<file path="config.mk">
export PLATFORM = sky130hd
export DESIGN_NAME = compound_peer
export DESIGN_NICKNAME = d
export VERILOG_FILES = /design/src/rtl/compound_peer.sv
export SDC_FILE = /design/constraint.sdc
export NUM_CORES = 1
export LEC_CHECK = 0
export ABC_AREA = 1
export CELL_PAD_IN_SITES_DETAIL_PLACEMENT = 1
export CELL_PAD_IN_SITES_GLOBAL_PLACEMENT = 1
export CORE_MARGIN = 1
export CORE_UTILIZATION = 35
export CTS_BUF_LIST = sky130_fd_sc_hd__clkbuf_4
export DETAILED_ROUTE_END_ITERATION = 10
export GPL_TIMING_DRIVEN = 0
export HOLD_SLACK_MARGIN = 0.03
export PLACE_DENSITY_LB_ADDON = 0.1
export SLEW_MARGIN = 20
export SYNTH_ARGS = -nofsm -noshare
export SYNTH_HDL_FRONTEND = slang
export SYNTH_SLANG_ARGS = --single-unit
</file>
<file path="constraint.sdc">
create_clock -name clk -period 2.8 [get_ports clk]
set_input_delay 0.42 -clock clk [delete_from_list [all_inputs] [get_ports clk]]
set_output_delay 0.42 -clock clk [all_outputs]
set_load 0.01 [all_outputs]
</file>
<file path="src/rtl/compound_peer.sv">
// compound_peer: burst request/response initiator; optional watchdog enabled by COMPOUND_PEER_TIMEOUT_EN
package compound_peer_pkg;
    typedef enum logic {MODE_READ = 1'b0, MODE_WRITE = 1'b1} mode_e;
    typedef struct packed {
        mode_e              mode;
        logic signed [31:0] x;
        logic               y;
    } compound_t;
endpackage

module compound_peer
    import compound_peer_pkg::*;
(
    input  logic       clk,
    input  logic       rst,
    input  logic       start,
    input  logic [7:0] num_txn,
    input  logic [31:0] base_x,
    output compound_t  req_out,
    output logic       req_out_notify,
    input  logic       req_out_sync,
    input  compound_t  rsp_in,
    input  logic       rsp_in_sync,
    output logic       rsp_in_notify,
    output logic       busy,
    output logic       done,
    output logic [7:0] rsp_count,
    output compound_t  last_rsp,
    output logic       timeout
);
    typedef enum logic [1:0] {IDLE, SEND, RECV, DONE} state_e;

    state_e     state_q, state_d;
    compound_t  req_q, req_d, last_q, last_d;
    logic [7:0] cnt_q, cnt_d, num_q, num_d, nxt;
    logic [31:0] base_q, base_d;
`ifdef COMPOUND_PEER_TIMEOUT_EN
    logic [4:0] wait_q, wait_d;
    logic       timeout_q, timeout_d;
`endif

    // next state, next request payload and response capture
    always_comb begin
        state_d = state_q;
        req_d   = req_q;
        last_d  = last_q;
        cnt_d   = cnt_q;
        num_d   = num_q;
        base_d  = base_q;
        nxt     = cnt_q + 8'd1;
        case (state_q)
            IDLE: if (start) begin
                num_d      = num_txn;
                base_d     = base_x;
                cnt_d      = 8'd0;
                req_d.mode = MODE_READ;
                req_d.x    = base_x;
                req_d.y    = num_txn == 8'd1;
                state_d    = num_txn == 8'd0 ? DONE : SEND;
            end
            SEND: state_d = req_out_sync ? RECV : SEND;
            RECV: if (rsp_in_sync) begin
                last_d     = rsp_in;
                cnt_d      = nxt;
                req_d.mode = nxt[0] ? MODE_WRITE : MODE_READ;
                req_d.x    = base_q + {24'd0, nxt};
                req_d.y    = nxt == num_q - 8'd1;
                state_d    = nxt < num_q ? SEND : DONE;
            end
            default: state_d = IDLE;
        endcase
`ifdef COMPOUND_PEER_TIMEOUT_EN
        timeout_d = (state_q == IDLE && start) ? 1'b0 : timeout_q;
        wait_d    = 5'd0;
        if ((state_q == SEND && !req_out_sync) || (state_q == RECV && !rsp_in_sync)) begin
            wait_d = wait_q + 5'd1;
            if (wait_d == 5'd16) begin
                state_d   = DONE;
                timeout_d = 1'b1;
            end
        end
`endif
    end

    // state and payload registers with synchronous reset
    always_ff @(posedge clk) begin
        if (rst) begin
            state_q <= IDLE;
            req_q   <= '0;
            last_q  <= '0;
            cnt_q   <= 8'd0;
            num_q   <= 8'd0;
            base_q  <= 32'd0;
`ifdef COMPOUND_PEER_TIMEOUT_EN
            wait_q    <= 5'd0;
            timeout_q <= 1'b0;
`endif
        end else begin
            state_q <= state_d;
            req_q   <= req_d;
            last_q  <= last_d;
            cnt_q   <= cnt_d;
            num_q   <= num_d;
            base_q  <= base_d;
`ifdef COMPOUND_PEER_TIMEOUT_EN
            wait_q    <= wait_d;
            timeout_q <= timeout_d;
`endif
        end
    end

    assign req_out        = req_q;
    assign req_out_notify = state_q == SEND;
    assign rsp_in_notify  = state_q == RECV;
    assign busy           = state_q == SEND || state_q == RECV;
    assign done           = state_q == DONE;
    assign rsp_count      = cnt_q;
    assign last_rsp       = last_q;
`ifdef COMPOUND_PEER_TIMEOUT_EN
    assign timeout = timeout_q;
`else
    assign timeout = 1'b0;
`endif
endmodule

</file>
==> flow_summary_export.csv <==
group,metric,value,unit
logic_synthesis,yosys_warnings,0,
die,std_cell_rows,48,
critical_path,startpoint,"rsp_count[0]",
worst_hold_path,min_path_type,"flop to flop",
critical_path,reg2reg_depth,18,
logic_synthesis,ys_async_sr_fraction,0,
clock_tree,clock_path_buffers,2,
logic_synthesis,synth_area,6320,um2
place,placed_area,8180,um2
outcome,status,"finished, final reports clean",
detailed_routing,first_pass_iters,4,
detailed_routing,wl,22100,um
sta,fmax,381,MHz
sta,hold_viol,0,
sta,finalSetupViolCount,0,
critical_path,cp-start-kind,"flop",
clock_tree,cts_setup_buffers,0,
critical_path,worstReg2RegStart,"rsp_count[0]",
logic_synthesis,synth_flop_cell,"dfxtp_1",
die,initial_core_util,0.361,
sta,fin_crit_sh,0.938,
finish,fin_area,8570,um2
global_routing,grt_use_met1,0.331,
global_routing,busiest_layer,"met2",
logic_synthesis,yosysSeqAreaShare,0.371,
clock_tree,cts-root-buf,"clkbuf_4",
global_routing,track_usage,0.246,
critical_path,crit_required,3230,ps
logic_synthesis,synthCells,955,
global_routing,use_met3,0.0735,
global_routing,grt_pass1_vias,6526,
sta,slew_viol_final,0,
critical_path,cp-end-kind,"flop",
sta,finalCriticalPeriod,2630,ps
detailed_routing,vias,6873,
clock_tree,htree_levels,4,
detailed_routing,drc,0,
clock_tree,cts_tree,"done",
global_routing,antenna_found_initial,1,
clock_tree,cts_buffers,17,
worst_hold_path,hp-start,"req_out[28]",
logic_synthesis,yosys_register_bits,117,
logic_synthesis,yosys.area.top_type,"dfxtp_1",
place,dpl.hpwl,17200,um
place,port_buffers,158,
sta,skew,17.7,ps
global_routing,grt_pass1_wl,34500,um
clock_tree,insertion_delay,550,ps
pwr,vdd_ir_drop_max,0.000362,V
logic_synthesis,synth_cell_type_count,44,
detailed_routing,drtIter0Drc,363,
global_routing,grt_max_degree,17,
sta,relSlewSlack,0.500,
global_routing,gr-total-overflow,0,
pwr,cellLeakagePower,3.42,nW
worst_hold_path,holdPathStages,2,
critical_path,cp_max_fo,9,
detailed_routing,viasPerCell,5.01,
clock_tree,numClockSinks,117,
logic_synthesis,syn_nets,1057,
run,drv_cap,0,
global_routing,grt_use_met2,0.379,
finish,drive_gt1_frac,0.0795,
die,io_pins,160,
die,dieWidth,136,um
finish,fillers,2268,
detailed_routing,postRouteAntennaNets,0,
pwr,power_density,547,nW/um2
sta,fin_hold_ws,472,ps
critical_path,arrival,3050,ps
finish,nets,1234,
logic_synthesis,synth_area_leaders,"dfxtp_1 37%, nand2_1 12%, nor2_1 10%",
finish,area_delta_synth_final,35.6,%
die,dieArea,18600,um2
die,die_h,136,um
logic_synthesis,avgSynthCellArea,6.61,um2
place,place.gp.congestion,0.902,
sta,worstMarginPinSlew,750,ps
critical_path,worstSetupPathType,"flop to flop",
detailed_routing,avgRoutedWirePerCell,16.1,um
die,core-area,17500,um2
clock_tree,hold_buffers,0,
logic_synthesis,synth_top_area_share,0.371,
clock_tree,clk_pin_slew,120,ps
logic_synthesis,synth-edff-count,0,
[critical path: stages, from the launching register on]
cell     delay [ps]
dfxtp_4         420
ha_1            170
nand2_1         100
nor2_2          170
nand2_1          70
nand2_1          90
nand2_2         120
ha_4            320
nand2_1         100
nor2_1          120
nand3_1          90
nand2_2         130
nand2_1         100
nand2_4         120
nand2_1          70
nand2_1          60
nand3_1          90
nand2_1         100
a21oi_1          60
[layer usage]
layer | wire length [um] | up-vias | share of wire
met3 | 1530 | 20 | 0.069
met5 | 0 | - | 0
met2 | 9560 | 166 | 0.43
met1 | 10700 | 3245 | 0.48
li1 | - | 3442 | -
met4 | 335 | 0 | 0.015
[state kept, by name, indices dropped and copies added (netlist names)]
| register | count |
|---|---|
| rsp_count | 8 |
| state_q | 2 |
| last_rsp | 34 |
| num_q | 8 |
| req_out | 33 |
| base_q | 32 |
[per-stage QoR]
stage | utilization | setup TNS (ps) | worst slack (ps) | cells | total power [mW]
3_3_place_gp | 0.468 | -787 | -153 | 1338 | 3.29
5_1_grt | 0.490 | -2.73 | -2.73 | 1371 | 4.96
2_1_floorplan | - | 0 | 418 | 955 | 2.71
4_1_cts | 0.487 | 0 | 29.9 | 1370 | 4.72
6_report | 0.490 | 0 | 175 | 1371 | 4.69
3_5_place_dp | 0.468 | -1970 | -224 | 1338 | 3.32
[where the power goes]
| part | switching, mW | total [mW] | internal, mW |
|---|---|---|---|
| combinational | 0.742 | 1.31 | 0.572 |
| clock | 0.758 | 1.40 | 0.638 |
| sequential | 0.134 | 1.98 | 1.84 |
| total | 1.63 | 4.69 | 3.05 |
[what timing repair did]
item | CTS | global route
resized for setup | 4 | 18
pin swaps | 0 | 2
setup endpoints to repair | 23 | 17
[synthesized netlist by cell type (2+ instances only)]
master / instances
o21ai_1: 2
dfxtp_1: 117
nand3_1: 65
nand2_2: 10
nand2_4: 2
nand2_1: 197
ha_1: 22
nor2_1: 169
clkbuf_1: 28
inv_1: 85
inv_2: 3
a31oi_1: 2
a21oi_2: 4
buf_6: 2
buf_2: 5
buf_4: 3
nor3_1: 10
xor2_1: 14
clkinv_1: 2
nor2_4: 2
o21ai_0: 95
nor2_2: 4
nand4_1: 7
a21oi_1: 85
[kinds of logic (layout without fill, tap and decap cells)]
group,after synthesis,after routing,synth area share
buffers and inverters,132,322,0.0869
adder cells (fa/ha/maj),23,23,0.0467
flip-flops,117,117,0.371
other,1,2,0.000594
XOR/XNOR,15,15,0.0208
AO/OA/AOI/OAI,193,193,0.159
AND/OR/NAND/NOR,474,474,0.315
[path summary, 6_finish.rpt]
path | slack [ps] | endpoint
setup reg to reg | 170 | req_out[28]
setup / recovery | 170 | req_out[28]
hold reg to reg | 470 | req_out[28]
hold / removal | 470 | req_out[28]
[layout by cell type (no fill, tap or decap), types with 3 or more instances in the layout]
master,instances
a21oi_1,85
a21oi_2,4
buf_2,5
buf_4,3
bufinv_16,3
clkbuf_1,28
clkbuf_4,18
clkdlybuf4s50_1,158
clkinv_4,4
dfxtp_1,112
dfxtp_2,4
ha_1,20
inv_1,83
inv_2,5
inv_6,3
nand2_1,196
nand2_2,9
nand2_4,4
nand3_1,63
nand4_1,7
nor2_1,167
nor2_2,6
nor3_1,9
o21ai_0,93
xor2_1,14
[final cells by class]
class                   count  area [um2]  share of cell area
clock inverters            14         176              0.0206
well taps                 225         282              0.0329
plain buffers              41         205              0.0239
clock buffers              18         135              0.0158
repair buffers            158        1580               0.185
inverters                  91         344              0.0402
flip-flops and latches    117        2350               0.274
multi-input cells         706        3490               0.407
diodes                      1        2.50            0.000292
Power figures use the tool's default switching activity.
